==> src/rtl/if_network_classifier_if.sv <==
// Host/encoder-facing bundle of the IF classifier: weight write port, run control, spikes and results.
interface if_network_classifier_if #(
  parameter int NUM_INPUTS  = 4,
  parameter int NUM_OUTPUTS = 2,
  parameter int WEIGHT_SIZE = 8,
  parameter int CNT_SIZE    = 8,
  parameter int ADDR_SIZE   = 5,
  parameter int CLS_SIZE    = 1
);
  logic                            i_wr_en;
  logic [ADDR_SIZE-1:0]            i_wr_addr;
  logic [WEIGHT_SIZE-1:0]          i_wr_data;
  logic                            i_start;
  logic [NUM_INPUTS-1:0]           i_spike_in;
  logic                            o_busy;
  logic [NUM_OUTPUTS-1:0]          o_spike_out;
  logic [NUM_OUTPUTS*CNT_SIZE-1:0] o_spike_count;
  logic                            o_done;
  logic [CLS_SIZE-1:0]             o_class_out;
  logic                            o_class_valid;

  modport slave (
    input  i_wr_en, i_wr_addr, i_wr_data, i_start, i_spike_in,
    output o_busy, o_spike_out, o_spike_count, o_done, o_class_out, o_class_valid
  );
  modport master (
    output i_wr_en, i_wr_addr, i_wr_data, i_start, i_spike_in,
    input  o_busy, o_spike_out, o_spike_count, o_done, o_class_out, o_class_valid
  );
endinterface

==> src/rtl/if_network_classifier.sv <==
// Two-layer integrate-and-fire classifier: writable signed weights, fixed-length run, argmax of output spike counts.
module if_network_classifier_neuron #(
  parameter int FANIN       = 4,
  parameter int WEIGHT_SIZE = 8,
  parameter int POT_SIZE    = 16,
  parameter int THRESH      = 15,
  parameter int RESET       = 0,
  parameter int REFRAC      = 5
) (
  input  logic                                clk,
  input  logic                                rst,
  input  logic                                i_clr,
  input  logic                                i_en,
  input  logic [FANIN-1:0]                    i_spk,
  input  logic [FANIN-1:0][WEIGHT_SIZE-1:0]   i_w,
  output logic                                o_spike,
  output logic                                o_fire
);
  // Sum is wide enough that no combination of inputs can overflow before saturation.
  localparam int SW = POT_SIZE + WEIGHT_SIZE + $clog2(FANIN + 1);
  localparam int RW = (REFRAC > 0) ? $clog2(REFRAC + 1) : 1;
  localparam logic signed [SW-1:0] MAXV = {{(SW-POT_SIZE+1){1'b0}}, {(POT_SIZE-1){1'b1}}};
  localparam logic signed [SW-1:0] MINV = {{(SW-POT_SIZE+1){1'b1}}, {(POT_SIZE-1){1'b0}}};
  localparam logic signed [POT_SIZE-1:0] TH    = POT_SIZE'(THRESH);
  localparam logic signed [POT_SIZE-1:0] RST_V = POT_SIZE'(RESET);

  logic signed [POT_SIZE-1:0] r_pot;
  logic [RW-1:0]              r_ref;
  logic signed [SW-1:0]       w_sum;
  logic signed [POT_SIZE-1:0] w_sat;

  always_comb begin
    w_sum = SW'(r_pot);
    for (int f = 0; f < FANIN; f++)
      if (i_spk[f]) w_sum = w_sum + SW'($signed(i_w[f]));
    if (w_sum > MAXV)      w_sat = MAXV[POT_SIZE-1:0];
    else if (w_sum < MINV) w_sat = MINV[POT_SIZE-1:0];
    else                   w_sat = w_sum[POT_SIZE-1:0];
    o_fire = i_en && (r_ref == '0) && (w_sat >= TH);
  end

  always_ff @(posedge clk) begin
    if (rst || i_clr) begin
      r_pot   <= '0;
      r_ref   <= '0;
      o_spike <= 1'b0;
    end else if (i_en) begin
      o_spike <= o_fire;
      if (r_ref != '0) begin
        r_ref <= r_ref - 1'b1;
        r_pot <= RST_V;
      end else if (o_fire) begin
        r_pot <= RST_V;
        r_ref <= RW'(REFRAC);
      end else begin
        r_pot <= w_sat;
      end
    end else begin
      o_spike <= 1'b0;
    end
  end
endmodule

module if_network_classifier #(
  parameter int NUM_INPUTS  = 4,
  parameter int NUM_HIDDEN  = 4,
  parameter int NUM_OUTPUTS = 2,
  parameter int WEIGHT_SIZE = 8,
  parameter int POT_SIZE    = 16,
  parameter int THRESH      = 15,
  parameter int RESET       = 0,
  parameter int REFRAC      = 5,
  parameter int NUM_STEPS   = 100,
  parameter int CNT_SIZE    = 8
) (
  input  logic                    clk,
  input  logic                    rst,
  if_network_classifier_if.slave  bus
);
  localparam int NW     = NUM_INPUTS*NUM_HIDDEN + NUM_HIDDEN*NUM_OUTPUTS;
  localparam int OBASE  = NUM_INPUTS*NUM_HIDDEN;
  localparam int STEP_W = $clog2(NUM_STEPS + 1);
  localparam int CLS_W  = (NUM_OUTPUTS > 1) ? $clog2(NUM_OUTPUTS) : 1;

  typedef enum logic [1:0] {S_IDLE, S_RUN, S_DRAIN, S_DONE} state_t;

  state_t                                 r_state;
  logic [STEP_W-1:0]                      r_step;
  logic                                   r_busy, r_done, r_cvalid;
  logic [CLS_W-1:0]                       r_cls;
  logic [NW-1:0][WEIGHT_SIZE-1:0]         r_w;
  logic [NUM_OUTPUTS-1:0][CNT_SIZE-1:0]   r_cnt;

  logic                    w_accept, w_hen, w_oen;
  logic [NUM_HIDDEN-1:0]   w_hspk, w_hfire;
  logic [NUM_OUTPUTS-1:0]  w_ospk, w_ofire;
  logic [CLS_W-1:0]        w_cls;
  logic [CNT_SIZE-1:0]     w_best;
  logic                    w_unused;

  assign w_accept = bus.i_start && (r_state == S_IDLE || r_state == S_DONE);
  assign w_hen    = (r_state == S_RUN);
  // Output layer skips the first RUN cycle: the hidden spike register is still empty then.
  assign w_oen    = (r_state == S_RUN && r_step != '0) || (r_state == S_DRAIN);
  assign w_unused = &{1'b0, w_hfire};

  always_ff @(posedge clk) begin
    if (rst)
      r_w <= '0;
    else if (bus.i_wr_en && !r_busy && int'(bus.i_wr_addr) < NW)
      r_w[bus.i_wr_addr] <= bus.i_wr_data;
  end

  for (genvar h = 0; h < NUM_HIDDEN; h++) begin : g_hid
    if_network_classifier_neuron #(
      .FANIN(NUM_INPUTS), .WEIGHT_SIZE(WEIGHT_SIZE), .POT_SIZE(POT_SIZE),
      .THRESH(THRESH), .RESET(RESET), .REFRAC(REFRAC)
    ) u_neuron (
      .clk(clk), .rst(rst), .i_clr(w_accept), .i_en(w_hen),
      .i_spk(bus.i_spike_in), .i_w(r_w[h*NUM_INPUTS +: NUM_INPUTS]),
      .o_spike(w_hspk[h]), .o_fire(w_hfire[h])
    );
  end

  for (genvar o = 0; o < NUM_OUTPUTS; o++) begin : g_out
    if_network_classifier_neuron #(
      .FANIN(NUM_HIDDEN), .WEIGHT_SIZE(WEIGHT_SIZE), .POT_SIZE(POT_SIZE),
      .THRESH(THRESH), .RESET(RESET), .REFRAC(REFRAC)
    ) u_neuron (
      .clk(clk), .rst(rst), .i_clr(w_accept), .i_en(w_oen),
      .i_spk(w_hspk), .i_w(r_w[OBASE + o*NUM_HIDDEN +: NUM_HIDDEN]),
      .o_spike(w_ospk[o]), .o_fire(w_ofire[o])
    );
  end

  // Strict '>' keeps the lowest index on ties.
  always_comb begin
    w_cls  = '0;
    w_best = r_cnt[0];
    for (int o = 1; o < NUM_OUTPUTS; o++)
      if (r_cnt[o] > w_best) begin
        w_best = r_cnt[o];
        w_cls  = CLS_W'(o);
      end
  end

  always_ff @(posedge clk) begin
    if (rst) begin
      r_state  <= S_IDLE;
      r_step   <= '0;
      r_busy   <= 1'b0;
      r_done   <= 1'b0;
      r_cvalid <= 1'b0;
      r_cls    <= '0;
      r_cnt    <= '0;
    end else begin
      r_done <= 1'b0;
      for (int o = 0; o < NUM_OUTPUTS; o++)
        if (w_ofire[o] && r_cnt[o] != '1) r_cnt[o] <= r_cnt[o] + 1'b1;
      case (r_state)
        S_RUN: begin
          r_step <= r_step + 1'b1;
          if (r_step == STEP_W'(NUM_STEPS - 1)) r_state <= S_DRAIN;
        end
        S_DRAIN: begin
          r_state <= S_DONE;
          r_busy  <= 1'b0;
        end
        S_DONE: begin
          r_done   <= 1'b1;
          r_cls    <= w_cls;
          r_cvalid <= 1'b1;
          r_state  <= S_IDLE;
        end
        default: ;
      endcase
      if (w_accept) begin
        r_state  <= S_RUN;
        r_busy   <= 1'b1;
        r_step   <= '0;
        r_cvalid <= 1'b0;
        r_cnt    <= '0;
      end
    end
  end

  assign bus.o_busy        = r_busy;
  assign bus.o_spike_out   = w_ospk;
  assign bus.o_spike_count = r_cnt;
  assign bus.o_done        = r_done;
  assign bus.o_class_out   = r_cls;
  assign bus.o_class_valid = r_cvalid;
endmodule

==> src/flat_wrapper.sv <==
// flat-port wrapper written by rule: the top's interface ports become plain ports
module if_network_classifier_flat 
#(
  parameter int NUM_INPUTS  = 4,
  parameter int NUM_HIDDEN  = 4,
  parameter int NUM_OUTPUTS = 2,
  parameter int WEIGHT_SIZE = 8,
  parameter int POT_SIZE    = 16,
  parameter int THRESH      = 15,
  parameter int RESET       = 0,
  parameter int REFRAC      = 5,
  parameter int NUM_STEPS   = 100,
  parameter int CNT_SIZE    = 8
)
  (clk, rst, bus_i_wr_en, bus_i_wr_addr, bus_i_wr_data, bus_i_start, bus_i_spike_in, bus_o_busy, bus_o_spike_out, bus_o_spike_count, bus_o_done, bus_o_class_out, bus_o_class_valid);
  if_network_classifier_if #(.NUM_INPUTS(NUM_INPUTS), .NUM_OUTPUTS(NUM_OUTPUTS), .WEIGHT_SIZE(WEIGHT_SIZE), .CNT_SIZE(CNT_SIZE)) bus_i ();
  input  logic clk;
  input  logic rst;
  input wire logic [$bits(bus_i.i_wr_en)-1:0] bus_i_wr_en;
  input wire logic [$bits(bus_i.i_wr_addr)-1:0] bus_i_wr_addr;
  input wire logic [$bits(bus_i.i_wr_data)-1:0] bus_i_wr_data;
  input wire logic [$bits(bus_i.i_start)-1:0] bus_i_start;
  input wire logic [$bits(bus_i.i_spike_in)-1:0] bus_i_spike_in;
  output wire logic [$bits(bus_i.o_busy)-1:0] bus_o_busy;
  output wire logic [$bits(bus_i.o_spike_out)-1:0] bus_o_spike_out;
  output wire logic [$bits(bus_i.o_spike_count)-1:0] bus_o_spike_count;
  output wire logic [$bits(bus_i.o_done)-1:0] bus_o_done;
  output wire logic [$bits(bus_i.o_class_out)-1:0] bus_o_class_out;
  output wire logic [$bits(bus_i.o_class_valid)-1:0] bus_o_class_valid;
  assign bus_i.i_wr_en = bus_i_wr_en;
  assign bus_i.i_wr_addr = bus_i_wr_addr;
  assign bus_i.i_wr_data = bus_i_wr_data;
  assign bus_i.i_start = bus_i_start;
  assign bus_i.i_spike_in = bus_i_spike_in;
  assign bus_o_busy = bus_i.o_busy;
  assign bus_o_spike_out = bus_i.o_spike_out;
  assign bus_o_spike_count = bus_i.o_spike_count;
  assign bus_o_done = bus_i.o_done;
  assign bus_o_class_out = bus_i.o_class_out;
  assign bus_o_class_valid = bus_i.o_class_valid;
  if_network_classifier #(.NUM_INPUTS(NUM_INPUTS), .NUM_HIDDEN(NUM_HIDDEN), .NUM_OUTPUTS(NUM_OUTPUTS), .WEIGHT_SIZE(WEIGHT_SIZE), .POT_SIZE(POT_SIZE), .THRESH(THRESH), .RESET(RESET), .REFRAC(REFRAC), .NUM_STEPS(NUM_STEPS), .CNT_SIZE(CNT_SIZE)) u_core (.clk(clk), .rst(rst), .bus(bus_i));
endmodule
==> config.mk <==
export PLATFORM = sky130hd
export DESIGN_NAME = if_network_classifier_flat
export DESIGN_NICKNAME = d
export VERILOG_FILES = /design/src/rtl/if_network_classifier_if.sv /design/src/rtl/if_network_classifier.sv /design/src/flat_wrapper.sv
export SDC_FILE = /design/constraint.sdc
export NUM_CORES = 2
export LEC_CHECK = 0
export BUFFER_PORTS_ARGS = -buffer_cell sky130_fd_sc_hd__buf_4
export CORE_MARGIN = 1.5
export CORE_UTILIZATION = 40
export CTS_BUF_LIST = sky130_fd_sc_hd__clkbuf_4 sky130_fd_sc_hd__clkbuf_8 sky130_fd_sc_hd__clkbuf_16
export DETAILED_ROUTE_END_ITERATION = 8
export SLEW_MARGIN = 20
export SYNTH_ARGS = -nofsm -noshare
export SYNTH_HDL_FRONTEND = slang
export SYNTH_HIERARCHICAL = 1
export SYNTH_SLANG_ARGS = --single-unit
==> constraint.sdc <==
create_clock -name clk -period 25.2 [get_ports clk]
set_clock_uncertainty 0.1 [all_clocks]
set_input_delay 0 -clock clk [delete_from_list [all_inputs] [get_ports clk]]
set_output_delay 0 -clock clk [all_outputs]
set_load 0.05 [all_outputs]
==> impl_metrics.tcl <==
set metrics [dict create \
    setup_ws_ns 14.65 \
    fin_hold_ws_ns 0.03152 \
    ios 43 \
    placed_area_sq_mm 0.05484 \
    rsz0062_at_grt "false" \
    route.detailed.drc 0 \
    fin_tns_setup_ns 0 \
    period_minus_slack_ns 10.55 \
    drt-initial-drc-count 4224 \
    comb_power_share 0.380 \
    cts_tree "yes" \
    antenna_cells 0 \
    viasPerCell 6.191 \
    power.switching_mw 0.7877 \
    cap_viol_max_count 0 \
    postRouteWirelength_mm 173.7 \
    grt_pass1_vias 50940 \
    grt_max_degree 107 \
    required_ns 25.60 \
    hold_viol 0 \
    place_ws_ns 14.86 \
    p_leak_nw 25.78 \
    syn_inst 7190 \
    cts_buffers 45 \
    detail-route-antenna-nets 0 \
    r2r_setup_slack_ns 14.65 \
    slew_headroom 0.2466 \
    syn_area_per_cell_sq_um 7.455 \
    synthesis.nets 7776 \
    io_buffers 42 \
    holdCritPathClass "input pin to flop" \
    path_clk_slew_ns 0.06 \
    p_int_mw 1.168 \
    grt_pass1_wl_mm 275.8 \
    start_kind "flop" \
    pwr_density_cell_mw_per_mm2 34.64 \
    grt_overflow 0 \
    first_pass_iters 6 \
    nets 7564 \
    cts_repair_resize_count 0 \
    vdd_drop_max_mv 0.04802 \
    die_h_um 369.1 \
    critPathKind "flop to flop" \
    syn_area_sq_mm 0.05360 \
    fp.coreArea_sq_mm 0.1333 \
    p_clk_frac 0.329 \
    power_mw 1.956 \
    die_x_um 369.1 \
    dieArea_sq_mm 0.1362 \
    path_max_fanout 14 \
    max_stage_delay_ns 0.74 \
    start_util 0.4021 \
    end_kind "flop" \
    slew_violations 0 \
    crit_arrival_ns 10.95 \
    wl_per_cell_um 19.79 \
    yosysWarnings 6 \
    worst_pin_slew_ns 1.130 \
    dp_hpwl_mm 133.9 \
    fmax_mhz 94.80 \
    gr-usage-all-layers 0.2432 \
    antenna_found_initial 0 \
    cts.sink_count 341 \
    fin_area_sq_mm 0.05647 \
    slowest_stage "a221oi_1" \
    cts-root-buf "clkbuf_16" \
    final-setup-viol-count 0 \
    p_seq_frac 0.291 \
    area_growth_pct 5.357 \
    clockBufferDepth 3 \
    drive_gt1_frac 0.07474 \
    period_share 0.4186 \
    vias 54350 \
    swShare 0.4027 \
    clock_latency_ns 0.61 \
    routabilityCongestion 0.9247 \
    num_rows 134 \
    htreeDepth 2 \
    status "completed" \
]
==> per-stage QoR <==
| step | util | instances |
|---|---|---|
| floorplan | - | 7190 |
| global placement | 0.4112 | 8682 |
| detailed placement | 0.4114 | 8683 |
| CTS | 0.4236 | 8778 |
| global route | 0.4237 | 8779 |
| finish | 0.4237 | 8779 |
==> placed cells by master (no fill, tap or decap), types with 36 or more instances in the layout <==
cell type  count
a21oi_1      626
o21ai_1       57
clkbuf_16     45
nor2b_1       64
o211ai_1     112
o21ai_0      323
inv_1        222
a21boi_0      44
nor4_1        38
nand4_1      151
xor2_1       150
o21a_1        93
o2111ai_1     36
xnor2_1      182
o22ai_1       36
or3_1         80
buf_4         81
a211oi_1     127
nand3_1      175
and3_1        79
mux2i_1      285
a31oi_1       76
nand2b_1     283
and2_1        62
o31ai_1       75
dfxtp_1      337
nor2_1       463
a21o_1       229
ha_1         540
mux2_2        74
nand2_1      752
nor3_1       158
==> state kept, by name, summed over array words and instances (netlist names) <==
register	count
u_core/r_w	192
u_core/g_out.u_neuron/r_pot	32
u_core/bus.o_done	1
u_core/g_out.u_neuron/o_spike	2
u_core/g_hid.u_neuron/r_ref	12
u_core/bus.o_class_valid	1
u_core/g_hid.u_neuron/o_spike	4
u_core/bus.o_busy	1
u_core/r_step	7
u_core/bus.o_class_out	1
u_core/g_out.u_neuron/r_ref	6
u_core/bus.o_spike_count	16
u_core/g_hid.u_neuron/r_pot	64
u_core/r_state	2
==> power by group through the flow <==
| stage | clock [mW] | sequential (mW) | combinational, mW |
|---|---|---|---|
| 6_report | 0.643 | 0.569 | 0.744 |
| 5_1_grt | 0.682 | 0.570 | 0.808 |
| 4_1_cts | 0.659 | 0.568 | 0.737 |
| 3_5_place_dp | 0 | 0.580 | 0.732 |
| 3_3_place_gp | 0 | 0.580 | 0.725 |
| 2_1_floorplan | 0 | 0.576 | 0.542 |
==> worst paths after layout <==
path / from / end / cells after the start
min reg2reg: u_core/bus.o_class_valid / u_core/bus.o_class_valid / 2
max reg2reg: u_core/g_out[0].u_neuron/r_pot[0] / u_core/bus.o_spike_count[5] / 38
min: bus_i_start / u_core/g_hid[0].u_neuron/r_pot[15] / 4
max: u_core/g_out[0].u_neuron/r_pot[0] / u_core/bus.o_spike_count[5] / 38
==> critical path: cells and delay by family, from the launching register on <==
kind | cells | cell delay [ns]
DFF | 1 | 0.36
adders and majority gates | 5 | 1.79
buffers and inverters | 2 | 0.29
muxes | 2 | 0.42
and+or+nand+nor | 10 | 2.21
xor gates and xnor gates | 1 | 0.26
AOI/OAI and AO/OA | 18 | 5.01
==> what timing repair did <==
action	4_1_cts	5_1_grt
hold buffers	15	0
hold endpoints to repair	181	0
setup buffers	0	0
==> area by class of cell <==
class,instances,area [sq um]
well taps,1768,2212
multi-input cells,6258,44260
clock inverters,21,202.7
fillers,13660,76820
flip-flops and latches,341,6832
clock buffers,59,1269
inverters,232,870.8
repair buffers,100,820.8
==> per-layer routing <==
layer	vias to the layer above	track usage	part of all wire
met1	25920	0.3245	0.46
li1	26780	-	-
met4	0	0.06323	0.024
met3	229	0.02148	0.044
met5	-	0	0
met2	1429	0.4176	0.47
(Power assumes the default switching activity.)
